===== src/rtl/pattern_pkg.sv =====
// Shared mode encoding, colour-bar palette and mode validity check for the
// video test-pattern generator.
package pattern_pkg;

    typedef enum logic [2:0] {
        MODE_LEGACY = 3'd0,
        MODE_BARS   = 3'd1,
        MODE_BORDER = 3'd2,
        MODE_CHECK  = 3'd3,
        MODE_SCROLL = 3'd4,
        MODE_SOLID  = 3'd5
    } mode_e;

    localparam int NUM_BARS = 8;

    // {R,G,B} at 8 bits per channel, left to right across the screen.
    localparam logic [23:0] BAR_COLORS [NUM_BARS] = '{
        24'hFFFFFF, 24'hFFFF00, 24'h00FFFF, 24'h00FF00,
        24'hFF00FF, 24'hFF0000, 24'h0000FF, 24'h000000
    };

    localparam logic [7:0] GREY_LEVEL = 8'h80;

    function automatic logic is_valid_mode(input logic [2:0] mode);
        return (mode <= 3'd5);
    endfunction

endpackage


===== src/rtl/pattern_mode_ctrl.sv =====
// Frame-synchronous mode control: holds the pending request, swaps it in at
// frame start, counts frames and flags requests for unsupported modes.
module pattern_mode_ctrl #(
    parameter int CORDW        = 10,
    parameter int FCNTW        = 8,
    parameter int DEFAULT_MODE = 0
) (
    input  logic             clk_i,
    input  logic             rst_i,
    input  logic [CORDW-1:0] cx_i,
    input  logic [CORDW-1:0] cy_i,
    input  logic [2:0]       mode_in_i,
    input  logic             mode_req_i,
    output logic [2:0]       mode_active_o,
    output logic [FCNTW-1:0] frame_cnt_o,
    output logic             mode_err_o
);
    import pattern_pkg::*;

    localparam logic [2:0] DEF_MODE = 3'(DEFAULT_MODE);

    logic             frame_start_s;
    logic             req_ok_s;
    logic [2:0]       pend_mode_q,   pend_mode_d;
    logic             pend_valid_q,  pend_valid_d;
    logic [2:0]       mode_active_q, mode_active_d;
    logic [FCNTW-1:0] frame_cnt_q,   frame_cnt_d;
    logic             mode_err_q,    mode_err_d;

    // Next-state for pending request, active mode, frame counter and error pulse.
    always_comb begin
        frame_start_s = (cx_i == {CORDW{1'b0}}) && (cy_i == {CORDW{1'b0}});
        req_ok_s      = mode_req_i && is_valid_mode(mode_in_i);
        pend_mode_d   = pend_mode_q;
        pend_valid_d  = pend_valid_q;
        mode_active_d = mode_active_q;
        frame_cnt_d   = frame_cnt_q;
        mode_err_d    = mode_req_i && !is_valid_mode(mode_in_i);
        if (frame_start_s) begin
            frame_cnt_d = frame_cnt_q + {{(FCNTW-1){1'b0}}, 1'b1};
            if (pend_valid_q) begin
                mode_active_d = pend_mode_q;
                pend_valid_d  = 1'b0;
            end
        end
        // A request coinciding with frame start is applied at the following frame.
        if (req_ok_s) begin
            pend_mode_d  = mode_in_i;
            pend_valid_d = 1'b1;
        end
    end

    // Control state registers.
    always_ff @(posedge clk_i or posedge rst_i) begin
        if (rst_i) begin
            pend_mode_q   <= DEF_MODE;
            pend_valid_q  <= 1'b0;
            mode_active_q <= DEF_MODE;
            frame_cnt_q   <= {FCNTW{1'b0}};
            mode_err_q    <= 1'b0;
        end else begin
            pend_mode_q   <= pend_mode_d;
            pend_valid_q  <= pend_valid_d;
            mode_active_q <= mode_active_d;
            frame_cnt_q   <= frame_cnt_d;
            mode_err_q    <= mode_err_d;
        end
    end

    assign mode_active_o = mode_active_q;
    assign frame_cnt_o   = frame_cnt_q;
    assign mode_err_o    = mode_err_q;

endmodule


===== src/rtl/pattern_gen.sv =====
// Multi-mode video test-pattern generator: two-stage pixel pipeline (geometry
// flags, then colour) driven by the frame counters, with frame-synchronous mode changes.
module pattern_gen #(
    parameter int CORDW        = 10,
    parameter int COLORW       = 8,
    parameter int FCNTW        = 8,
    parameter int BAR_W        = 80,
    parameter int CHECK_SHIFT  = 5,
    parameter int DEFAULT_MODE = 0
) (
    input  logic                clk_pix,
    input  logic                rst_in,
    input  logic [CORDW-1:0]    cx,
    input  logic [CORDW-1:0]    cy,
    input  logic [CORDW-1:0]    screen_start_x,
    input  logic [CORDW-1:0]    screen_start_y,
    input  logic [CORDW-1:0]    frame_width,
    input  logic [CORDW-1:0]    frame_height,
    input  logic [2:0]          mode_in,
    input  logic                mode_req,
    output logic [3*COLORW-1:0] rgb,
    output logic [2:0]          mode_active,
    output logic [FCNTW-1:0]    frame_cnt,
    output logic                mode_err
);
    import pattern_pkg::*;

    localparam logic [CORDW-1:0] ZERO     = {CORDW{1'b0}};
    localparam logic [CORDW-1:0] ONE      = {{(CORDW-1){1'b0}}, 1'b1};
    localparam logic [CORDW-1:0] BAR_LAST = CORDW'(BAR_W - 1);

    function automatic logic [COLORW-1:0] widen(input logic [7:0] c8);
        return COLORW'(c8) << (COLORW - 8);
    endfunction

    pattern_mode_ctrl #(
        .CORDW        (CORDW),
        .FCNTW        (FCNTW),
        .DEFAULT_MODE (DEFAULT_MODE)
    ) u_mode_ctrl (
        .clk_i         (clk_pix),
        .rst_i         (rst_in),
        .cx_i          (cx),
        .cy_i          (cy),
        .mode_in_i     (mode_in),
        .mode_req_i    (mode_req),
        .mode_active_o (mode_active),
        .frame_cnt_o   (frame_cnt),
        .mode_err_o    (mode_err)
    );

    logic [CORDW-1:0] rx_s, ry_s;
    logic             vis_q,  vis_d;
    logic [7:0]       rx_q,   ry_q;
    logic             chk_q,  chk_d;
    logic             left_q, left_d;
    logic             top_q,  top_d;
    logic             edge_q, edge_d;
    logic [CORDW-1:0] bar_cnt_q, bar_cnt_d;
    logic [2:0]       bar_idx_q, bar_idx_d;

    // Stage-1 inputs: screen-relative position, edge flags and bar position.
    always_comb begin
        rx_s   = cx - screen_start_x;
        ry_s   = cy - screen_start_y;
        vis_d  = (cx >= screen_start_x) && (cy >= screen_start_y);
        chk_d  = rx_s[CHECK_SHIFT] ^ ry_s[CHECK_SHIFT];
        left_d = (rx_s == ZERO);
        top_d  = (ry_s == ZERO);
        edge_d = (cx == frame_width - ONE) || (cy == frame_height - ONE);
        // bar_cnt/bar_idx describe the pixel being registered; they count
        // along the line instead of dividing rx by BAR_W.
        if (cx == screen_start_x) begin
            bar_cnt_d = ZERO;
            bar_idx_d = 3'd0;
        end else if (bar_cnt_q == BAR_LAST) begin
            bar_cnt_d = ZERO;
            bar_idx_d = (bar_idx_q == 3'd7) ? 3'd7 : bar_idx_q + 3'd1;
        end else begin
            bar_cnt_d = bar_cnt_q + ONE;
            bar_idx_d = bar_idx_q;
        end
    end

    // Stage-1 pipeline registers.
    always_ff @(posedge clk_pix or posedge rst_in) begin
        if (rst_in) begin
            vis_q     <= 1'b0;
            rx_q      <= 8'd0;
            ry_q      <= 8'd0;
            chk_q     <= 1'b0;
            left_q    <= 1'b0;
            top_q     <= 1'b0;
            edge_q    <= 1'b0;
            bar_cnt_q <= ZERO;
            bar_idx_q <= 3'd0;
        end else begin
            vis_q     <= vis_d;
            rx_q      <= rx_s[7:0];
            ry_q      <= ry_s[7:0];
            chk_q     <= chk_d;
            left_q    <= left_d;
            top_q     <= top_d;
            edge_q    <= edge_d;
            bar_cnt_q <= bar_cnt_d;
            bar_idx_q <= bar_idx_d;
        end
    end

    logic [7:0]          r8_s, g8_s, b8_s, fc8_s, scroll_s;
    logic [3*COLORW-1:0] rgb_q, rgb_d;

    // Stage-2 colour selection; mode_active already reflects any frame-start swap.
    always_comb begin
        r8_s     = 8'd0;
        g8_s     = 8'd0;
        b8_s     = 8'd0;
        fc8_s    = 8'(frame_cnt);
        scroll_s = rx_q + fc8_s;
        case (mode_e'(mode_active))
            MODE_LEGACY: begin
                r8_s = {rx_q[5:0] & {6{ry_q[4:3] == ~rx_q[4:3]}}, 2'b00};
                g8_s = rx_q & {8{ry_q[6]}};
                b8_s = ry_q;
            end
            MODE_BARS:   {r8_s, g8_s, b8_s} = BAR_COLORS[bar_idx_q];
            MODE_BORDER: begin
                r8_s = {8{left_q}};
                g8_s = {8{top_q}};
                b8_s = {8{edge_q}};
            end
            MODE_CHECK:  {r8_s, g8_s, b8_s} = {24{chk_q}};
            MODE_SCROLL: begin
                r8_s = scroll_s;
                g8_s = ry_q;
                b8_s = ~scroll_s;
            end
            MODE_SOLID:  {r8_s, g8_s, b8_s} = {GREY_LEVEL, GREY_LEVEL, GREY_LEVEL};
            default:     {r8_s, g8_s, b8_s} = 24'h000000;
        endcase
        if (vis_q) begin
            rgb_d = {widen(r8_s), widen(g8_s), widen(b8_s)};
        end else begin
            rgb_d = {(3*COLORW){1'b0}};
        end
    end

    // Stage-2 output register.
    always_ff @(posedge clk_pix or posedge rst_in) begin
        if (rst_in) begin
            rgb_q <= {(3*COLORW){1'b0}};
        end else begin
            rgb_q <= rgb_d;
        end
    end

    assign rgb = rgb_q;

endmodule


===== config.mk =====
export PLATFORM = sky130hd
export DESIGN_NAME = pattern_gen
export DESIGN_NICKNAME = d
export VERILOG_FILES = /design/src/rtl/pattern_pkg.sv /design/src/rtl/pattern_mode_ctrl.sv /design/src/rtl/pattern_gen.sv
export SDC_FILE = /design/constraint.sdc
export NUM_CORES = 1
export LEC_CHECK = 0
export ABC_AREA = 1
export CAP_MARGIN = 30
export CORE_MARGIN = 1.5
export CORE_UTILIZATION = 50
export CTS_CLUSTER_DIAMETER = 80
export CTS_CLUSTER_SIZE = 10
export DETAILED_ROUTE_END_ITERATION = 8
export PLACE_DENSITY_LB_ADDON = 0.15
export RECOVER_POWER = 100
export SLEW_MARGIN = 10
export SYNTH_ARGS = -nofsm -noshare
export SYNTH_HDL_FRONTEND = slang
export SYNTH_SLANG_ARGS = --single-unit
export TNS_END_PERCENT = 1

===== constraint.sdc =====
create_clock -name clk_pix -period 2.4 [get_ports clk_pix]
set_input_delay 0.24 -clock clk_pix [delete_from_list [all_inputs] [get_ports clk_pix]]
set_output_delay 0.24 -clock clk_pix [all_outputs]
set_load 0.02 [all_outputs]

After elaboration in Yosys (flattened, before gate mapping)

Memories as Yosys holds them, arrays and structs flattened.
Index checks and enable logic that the tools add are counted.
W data, S select, Z words.

Flip-flop bits (word level): 74
Bits in read-only memories: 192
Bits of input ports: 66
Output and inout port bits: 36
Logic and storage cells: 72
Memories: 1

Memories:

| memory          | depth | bits a word | read ports | clocked after memory_dff | write ports | RTL line           | RTL |
|---|---|---|---|---|---|---|---|
| (no name shown) | 8     | 24          | 1          | 0                        | 0           | pattern_gen.sv:126 | `MODE_BARS: {r8_s, g8_s, b8_s} = BAR_COLORS[bar_idx_q];` |

Add/sub/neg operators: 8
Order comparisons: 4
Equal/unequal tests: 11
Muxes and demuxes: 13
Bitwise gates (word level): 6
Reduce and logical (&&, ||, !) cells: 14

Operators with widths:

| cell                    | number |
|---|---|
| $pmux W8 S6             | 3 |
| $mux W24                | 3 |
| $logic_not A10 Y1       | 4 |
| $eq A10 B10 Y1          | 3 |
| $ge A10 B10 Y1          | 2 |
| $mux W10                | 2 |
| $sub A10 B1 Y10 const B | 2 |
| $sub A10 B10 Y10        | 2 |
| $add A10 B1 Y10 const B | 1 |
| $eq A10 B7 Y1 const B   | 1 |
| $eq A3 B3 Y1 const B    | 3 |
| $mux W3                 | 3 |
| $add A8 B1 Y8 const B   | 1 |
| $add A8 B8 Y8           | 1 |
| $and A8 B8 Y8           | 1 |
| $not A8 Y8              | 1 |
| $and A6 B6 Y6           | 1 |
| $eq A3 B2 Y1 const B    | 2 |
| $ge A4 B4 Y1 const B    | 1 |
| $logic_and A1 B1 Y1     | 4 |
| $not A3 Y4              | 1 |
| $reduce_bool A2 Y1      | 2 |
| $add A3 B1 Y3 const B   | 1 |
| $eq A3 B1 Y1 const B    | 1 |
| other kinds (9)         | 10 |

Logic depth before layout (Yosys ltp)

Gate-level depths: netlist of the first run.

Word-level depth: 6
Mapped depth: 14

By module

Synthesis of the first run repeated with hierarchy kept, for this count alone.

Cells, all modules: 787
Area total of the unflattened synthesis: 5550.3 µm²

Modules (own cells, without submodules):

| module            | times used | cells an instance | area each (µm²) | sequential area each (µm²) |
|---|---|---|---|---|
| pattern_gen       | 1          | 688               | 4709.5          | 1451.4 |
| pattern_mode_ctrl | 1          | 99                | 840.8           | 400.4 |

Least setup slack after synthesis of the first run

No wires, ideal clock.

Path type: register to register
Start point: register u_mode_ctrl.frame_cnt_q[0] (netlist: u_mode_ctrl.frame_cnt_o[0])
End point: register rgb_q[4] (netlist: rgb[4])
Arrival time: 1.793 ns
Required time: 2.323 ns
Slack: 0.530 ns
Cell stages (with the launch flop): 8
Buffers on the path: 0
Period minus slack after synthesis: 1.870 ns
Path through: dfrtp_1 > ha_1 > fa_1 > nand3_1 > nand3_1 > xor2_1 > or2_2 > a21oi_1

Word-level cells in the longest chain between the ends: 4

RTL lines:

| item                   | RTL line                | RTL |
|---|---|---|
| start, declared        | pattern_mode_ctrl.sv:27 | `logic [FCNTW-1:0] frame_cnt_q, frame_cnt_d;` |
| start signal, assigned | pattern_mode_ctrl.sv:59 | `frame_cnt_q <= {FCNTW{1'b0}};` |
| start signal, assigned | pattern_mode_ctrl.sv:65 | `frame_cnt_q <= frame_cnt_d;` |
| $add A8 B8 Y8          | pattern_gen.sv:119      | `scroll_s = rx_q + fc8_s;` |
| $not A8 Y8             | pattern_gen.sv:136      | `b8_s = ~scroll_s;` |
| $pmux W8 S6            | pattern_gen.sv:120      | `case (mode_e'(mode_active))` |
| $mux W24               | pattern_gen.sv:141      | `if (vis_q) begin` |
| net rgb_d[4]           | pattern_gen.sv:111      | `logic [3*COLORW-1:0] rgb_q, rgb_d;` |
| end signal, assigned   | pattern_gen.sv:151      | `rgb_q <= {(3*COLORW){1'b0}};` |
| end signal, assigned   | pattern_gen.sv:153      | `rgb_q <= rgb_d;` |
| end, declared          | pattern_gen.sv:111      |  |

The timed path passes the listed nets, and every way through them passes these cells.
A chain may end at the register's enable or synchronous reset.

Worst setup path after layout of the first run

Start point: input port cx[2]
End point: register u_mode_ctrl.frame_cnt_q[3] (netlist: u_mode_ctrl.frame_cnt_o[3])

Word-level cells in the longest chain between the ends: 2

RTL lines:

| item                | RTL line                | RTL |
|---|---|---|
| start, declared     | pattern_gen.sv:13       | `input logic [CORDW-1:0] cx,` |
| $logic_not A10 Y1   | pattern_mode_ctrl.sv:32 | `frame_start_s = (cx_i == {CORDW{1'b0}}) && (cy_i == {CORDW{1'b0}});` |
| $logic_and A1 B1 Y1 | pattern_mode_ctrl.sv:32 |  |

No other way between the ends.

==> impl_metrics.ini, run 1 <==
[timing]
finalCritPeriodShare = 0.8797
setup_viol_count_final = 0
slew_headroom = 0.3128
clock_skew_ps = 16.76
rsz0062_at_grt = false
fmax_mhz = 473.7
tns_ps = 0
finalWorstPathRequiredPeriod_ps = 2111
slew_violations = 0
finalHoldViolations = 0
worst_pin_slew_ps = 1030

[logic_synthesis]
mappedNetlistArea_um2 = 5294
seq_area_frac_synth = 0.3498
synth.avg_cell_area_um2 = 7.096
yosys-top-cells-area = dfrtp_1, nand2_1, inv_1
syn-num-nets = 847
synth.ff_latch_count = 74
synth_cells = 746
synth.distinct_cells = 42
yosys.area.top_type_share = 0.3498
yosys.area.top_type = dfrtp_1
yosysWarnings = 0

[detailed_routing]
drc_errors = 0
vias = 5063
viasPerCell = 5.063
wl_met2_mm = 6.164
wl_met1_mm = 5.832
top_layer_used = met4
wire_per_inst_um = 12.84
wl_met3_um = 461
firstDrtPassIters = 5
drt_wl_total_mm = 12.84
postRouteAntennaNets = 0
drt_first_iter_violations = 214

[floorplan]
die_area_um2 = 11210
die_y_um = 105.9
start_util = 0.5151
io-pin-count = 102
core_area_um2 = 10280
rows = 37
die_w_um = 105.9

[global_routing]
grt_pass1_wl_mm = 21.98
grt_pass1_vias = 4910
grtUsageTotal = 0.2452
grt_max_degree = 35
gr-total-overflow = 0
antenna_found_initial = 0

[power]
p_leak_nw = 3.617
cellPowerDensity_nw_per_um2 = 551.2
ir_drop_mv = 0.3776

[run_status]
status = complete, no violations

[placement]
port_buffers = 101
place.gp.congestion = 0.8983
dpl_cell_area_um2 = 6499
dp_hpwl_mm = 10.66

[critical_path]
path_class = input port to flop
r2r_start = rx_q[0]
startpoint = cx[2]
end_kind = flop
start_kind = input port
r2r_setup_slack_ps = 440
rr_endpoint = rgb[4]
critPathArrivalTime_ps = 2400
r2r_cells = 7
cp_max_fo = 11
endpoint = u_mode_ctrl.frame_cnt_o[3]
worstPathRequired_ps = 2690

[finish]
areaGrowthSynthToFinish_pct = 26.85
fillers = 934
final_nets = 960
antenna_cells = 0
drive_gt1_frac = 0.03704
finalInstanceArea_um2 = 6715

[clocking]
cts-resized-gates = 0
cts_root_buffer = clkbuf_8
cts_tree = done
clockBufferDepth = 2
hold_buffers = 0
cts_setup_buffers = 0
htreeDepth = 3
cts_sinks = 74
path_clk_slew_ps = 90
cts_made_buffers = 9
clock_latency_ps = 360

[run]
drv_cap = 0

[hold_path]
hold_path_class = flop to flop
## synth_stat cells, drive strengths merged
| library cell | n |
|---|---|
| nor4 | 2 |
| a21o | 2 |
| clkinv | 1 |
| mux2 | 1 |
| nand4 | 17 |
| xnor2 | 13 |
| xor2 | 18 |
| nor3 | 9 |
| and3 | 1 |
| nand3 | 53 |
| nand2 | 213 |
| a221oi | 1 |
| o21ai | 19 |
| a21oi | 41 |
| o211ai | 2 |
| ha | 32 |
| xnor3 | 2 |
| o21a | 1 |
| dfrtp | 74 |
| fa | 3 |
| nor3b | 2 |
| a31oi | 2 |
| o31ai | 1 |
| or2 | 3 |
| clkbuf | 2 |
| buf | 2 |
| nand3b | 11 |
| a211oi | 10 |
| nor2 | 87 |
| inv | 120 |
| o21bai | 1 |
## layout by cell type (no fill, tap or decap), types with 13 or more instances in the layout
cell type,instances
a21oi_1,41
clkdlybuf4s50_1,58
dfrtp_1,74
dlygate4sd3_1,43
ha_1,32
inv_1,117
nand2_1,212
nand3_1,53
nand4_1,17
nor2_1,85
o21ai_0,17
xnor2_1,13
xor2_1,17
## worst min path at each step
stage	startpoint	endpoint	slack [ps]	cells after the start
4_1_cts	rst_in	bar_cnt_q[0]	270	2
3_3_place_gp	bar_cnt_q[0]	bar_cnt_q[0]	450	1
6_report	bar_cnt_q[0]	bar_cnt_q[0]	470	1
2_1_floorplan	mode_in[0]	u_mode_ctrl.pend_mode_q[0]	390	1
5_1_grt	mode_in[2]	u_mode_ctrl.mode_err_o	490	2
3_5_place_dp	bar_cnt_q[0]	bar_cnt_q[0]	460	1
## layout make-up
| cell class | count | area (um^2) | share of cell area |
|---|---|---|---|
| repair buffers | 106 | 1054 | 0.1569 |
| clock buffers | 9 | 123.9 | 0.01845 |
| clock inverters | 7 | 116.4 | 0.01733 |
| well taps | 136 | 170.2 | 0.02534 |
| inverters | 121 | 454.2 | 0.06764 |
| flip-flops and latches | 74 | 1852 | 0.2758 |
| multi-input cells | 547 | 2945 | 0.4386 |
## layer usage
layer  global-route usage  vias up
met1               0.3139     2265
met5                    0        -
met3              0.02820       27
li1                     -     2616
met2               0.4216      155
met4               0.1023        0
## through the flow
stage	hold slack, ps	setup WS [ps]	instances	utilization	total power [mW]
detailed placement	463.6	94.88	984	0.6323	2.592
CTS	267.2	440.3	1000	0.6557	3.736
finish	470.9	288.7	1000	0.6534	3.701
floorplan	390.6	278.4	746	-	2.211
global placement	450.4	95.36	984	0.6323	2.563
global route	491.7	179.1	1000	0.6534	3.950
## worst max-delay path, stage by stage
cell,delay (ps)
dlygate4sd3_1,590
nor4_1,310
nand3_1,190
nor2_1,290
nand2_1,360
inv_1,280
nand2_1,80
nand2_1,60
## power breakdown
| part | total, mW | switching, mW | internal, mW |
|---|---|---|---|
| logic | 1.03 | 0.586 | 0.440 |
| registers | 1.53 | 0.131 | 1.40 |
| clock network | 1.15 | 0.456 | 0.690 |
## cell families (layout without fill, tap and decap cells)
kind of cell,after synthesis,in the layout,synth area share
fa+ha+maj,35,35,0.08698
buf+inv,125,243,0.09076
xor+xnor,33,33,0.06121
mux,1,1,0.002127
flops,74,74,0.3498
compound gates,80,80,0.08721
simple gates,398,398,0.3219
## registers in the layout (all words and copies together) (netlist names), 3 cells and up
| register | flops |
|---|---|
| u_mode_ctrl.pend_mode_q | 3 |
| ry_q | 8 |
| rgb | 24 |
| rx_q | 8 |
| u_mode_ctrl.mode_active_o | 3 |
| bar_idx_q | 3 |
| u_mode_ctrl.frame_cnt_o | 8 |
| bar_cnt_q | 10 |
No activity file was read; power rests on OpenSTA's default activity.
==> run 2: changes to the inputs <==
Settings changed: ABC_AREA 1 to default, CAP_MARGIN 30 to 20, CTS_CLUSTER_SIZE 10 to default.
==> impl_metrics.ini, run 2 <==
[finish]
largest_reg_flops = 24
final_nets = 799
fin_util = 0.7008
mostFrequentLayoutCells = dfrtp_1, clkdlybuf4s50_1, nor2_1
antenna_cells = 0
fillers = 786
areaGrowthSynthToFinish_pct = 34.25
final_common_cell = dfrtp_1
drive_gt1_frac = 0.09957
stdcell_count = 832

[placement]
place_inst = 816
pre_cts_slack_ps = -241.9
place.gp.congestion = 0.9726
dp_hpwl_mm = 10.05
port_buffers = 101

[run_status]
status = complete, but fails checks
violations = capacitance limit, slew limit

[clocking]
clock_latency_ps = 340
cts_made_buffers = 9
cts_tree = done
cts_setup_buffers = 0
cts_root_buffer = clkbuf_8
clockBufferDepth = 2
htreeDepth = 3
cts_sinks = 74
cts-resized-gates = 0
path_clk_slew_ps = 80
hold_buffers = 0

[detailed_routing]
wire_per_inst_um = 14.99
postRouteAntennaNets = 0
firstDrtPassIters = 5
drt_first_iter_violations = 222
drc_errors = 0
viasPerCell = 5.495
vias = 4572
drt_wl_total_mm = 12.47

[floorplan]
start_util = 0.5220
die_area_um2 = 10390
die_w_um = 101.9
die_y_um = 101.9
rows = 35
core_area_um2 = 9371
io-pin-count = 102

[power]
power_switching_mw = 1.140
combPwrFrac = 0.279
p_leak_nw = 3.093
internal_power_mw = 2.501
cellPowerDensity_nw_per_um2 = 554.3
power_frac_clock = 0.295
p_seq_frac = 0.426
ir_drop_mv = 0.3343
switching_share = 0.3131

[logic_synthesis]
syn-num-nets = 652
yosys-top-cells-area = dfrtp_1, ha_1, xnor2_1
synth_common_cells = dfrtp_1, nor2_1, nand2_1
yosys.area.top_type = dfrtp_1
synth.avg_cell_area_um2 = 8.879
mappedNetlistArea_um2 = 4892
seq_area_frac_synth = 0.3785
yosysWarnings = 0
yosys.area.top_type_share = 0.3785
synthArstFlopShare = 1.000
synth.distinct_cells = 52
yosysMostFrequentCell = dfrtp_1
synth.ff_latch_count = 74
synth_edf_count = 0
synth_cells = 551
synthFlopType = dfrtp_1

[global_routing]
grt_max_degree = 75
grtUsageTotal = 0.2493
antenna_found_initial = 0
grt_pass1_vias = 4485
grt_pass1_wl_mm = 20.39
gr-total-overflow = 0

[timing]
fmax_mhz = 436.0
slew_violations = 75
slew_headroom = -0.1491
setup_viol_count_final = 0
worst_slack_ps = 106.2
clock_skew_ps = 9.838
finalHoldViolations = 0
finalWorstPathRequiredPeriod_ps = 2294
finalCritPeriodShare = 0.9557
worst_pin_slew_ps = 1724
rsz0062_at_grt = false

[critical_path]
r2r_cells = 8
rr_endpoint = rgb[22]
r2r_setup_slack_ps = 130
start_kind = input port
worstPathRequired_ps = 2640
r2r_start = u_mode_ctrl.frame_cnt_o[0]
critPathArrivalTime_ps = 2530
cp_max_fo = 3
path_class = input port to flop
end_kind = flop

[hold_path]
hold_path_class = flop to flop
holdPathEnd = bar_cnt_q[0]
hold_depth = 1
worstHoldStart = bar_cnt_q[0]

[run]
drv_cap = 1
==> run 2: cell types whose count changed in the layout (fill, tap and decap cells not counted), moves of 20 or more <==
cell,before,now
nand2_1,212,48
inv_1,117,40
nand3_1,53,14
buf_4,2,36
nor2_1,85,55
xnor2_1,13,33
==> run 2: cell type report <==
type / instances / area, um^2 / share of cell area
clock buffers: 9 / 123.9 / 0.01886
clock inverters: 7 / 100.1 / 0.01524
inverters: 41 / 153.9 / 0.02343
multi-input cells: 424 / 2841 / 0.4327
well taps: 129 / 161.4 / 0.02458
repair buffers: 148 / 1335 / 0.2033
flip-flops and latches: 74 / 1852 / 0.2820
==> run 2: power groups by stage <==
stage	sequential [mW]	clock (mW)	combinational [mW]
after floorplan	1.57	0	0.574
after global placement	1.56	0	0.995
after detailed placement	1.57	0	1.02
after CTS	1.55	1.10	1.04
after global routing	1.57	1.15	1.12
final	1.55	1.08	1.01
==> run 2: how the worst max path moves through the flow <==
stage	depth (start not counted)	end	slack (ps)	startpoint
after global placement	9	left_q	-210	cx[0]
after detailed placement	11	left_q	-240	cx[0]
after global routing	11	top_q	5	cy[0]
final	9	left_q	110	cx[1]
after CTS	11	left_q	90	cx[0]
after floorplan	6	rgb[23]	240	u_mode_ctrl.frame_cnt_o[1]
==> run 2: stage by stage <==
stage               TNS, ps  instance area [um^2]  hold slack, ps  total power [mW]
floorplan                 0                  4892           370.2             2.144
global route              0                  6568           507.3             3.843
CTS                       0                  6604           309.5             3.687
detailed placement   -834.0                  6380           454.3             2.595
global placement     -613.9                  6380           439.2             2.560
finish                    0                  6568           464.5             3.641
==> run 2: metal layers <==
layer  up-vias  global-route usage  wire, um
met4         0             0.09800       435
met2       164              0.4267      6006
li1       2226                   -         -
met5         -                   0         0
met1      2143              0.3188      5430
met3        39             0.03762       600
==> run 2: kinds of logic (layout without fill, tap and decap cells) <==
| group | count (synthesis) | in the layout | share of synthesized area |
|---|---|---|---|
| buffers and inverters | 53 | 205 | 0.04169 |
| XOR/XNOR | 62 | 62 | 0.1110 |
| AO/OA/AOI/OAI | 123 | 123 | 0.1547 |
| adder cells (fa/ha/maj) | 36 | 36 | 0.09616 |
| multiplexers | 10 | 10 | 0.02148 |
| flip-flops | 74 | 74 | 0.3785 |
| AND/OR/NAND/NOR | 193 | 193 | 0.1964 |
==> run 2: critical path: stages <==
cell and delay (ps):
dlygate4sd3_1 540, clkbuf_1 220, ha_1 280, nor2b_1 140, o21ai_0 170, nand2b_1 90, xor2_1 150, or4b_1 510
nor4_1 180
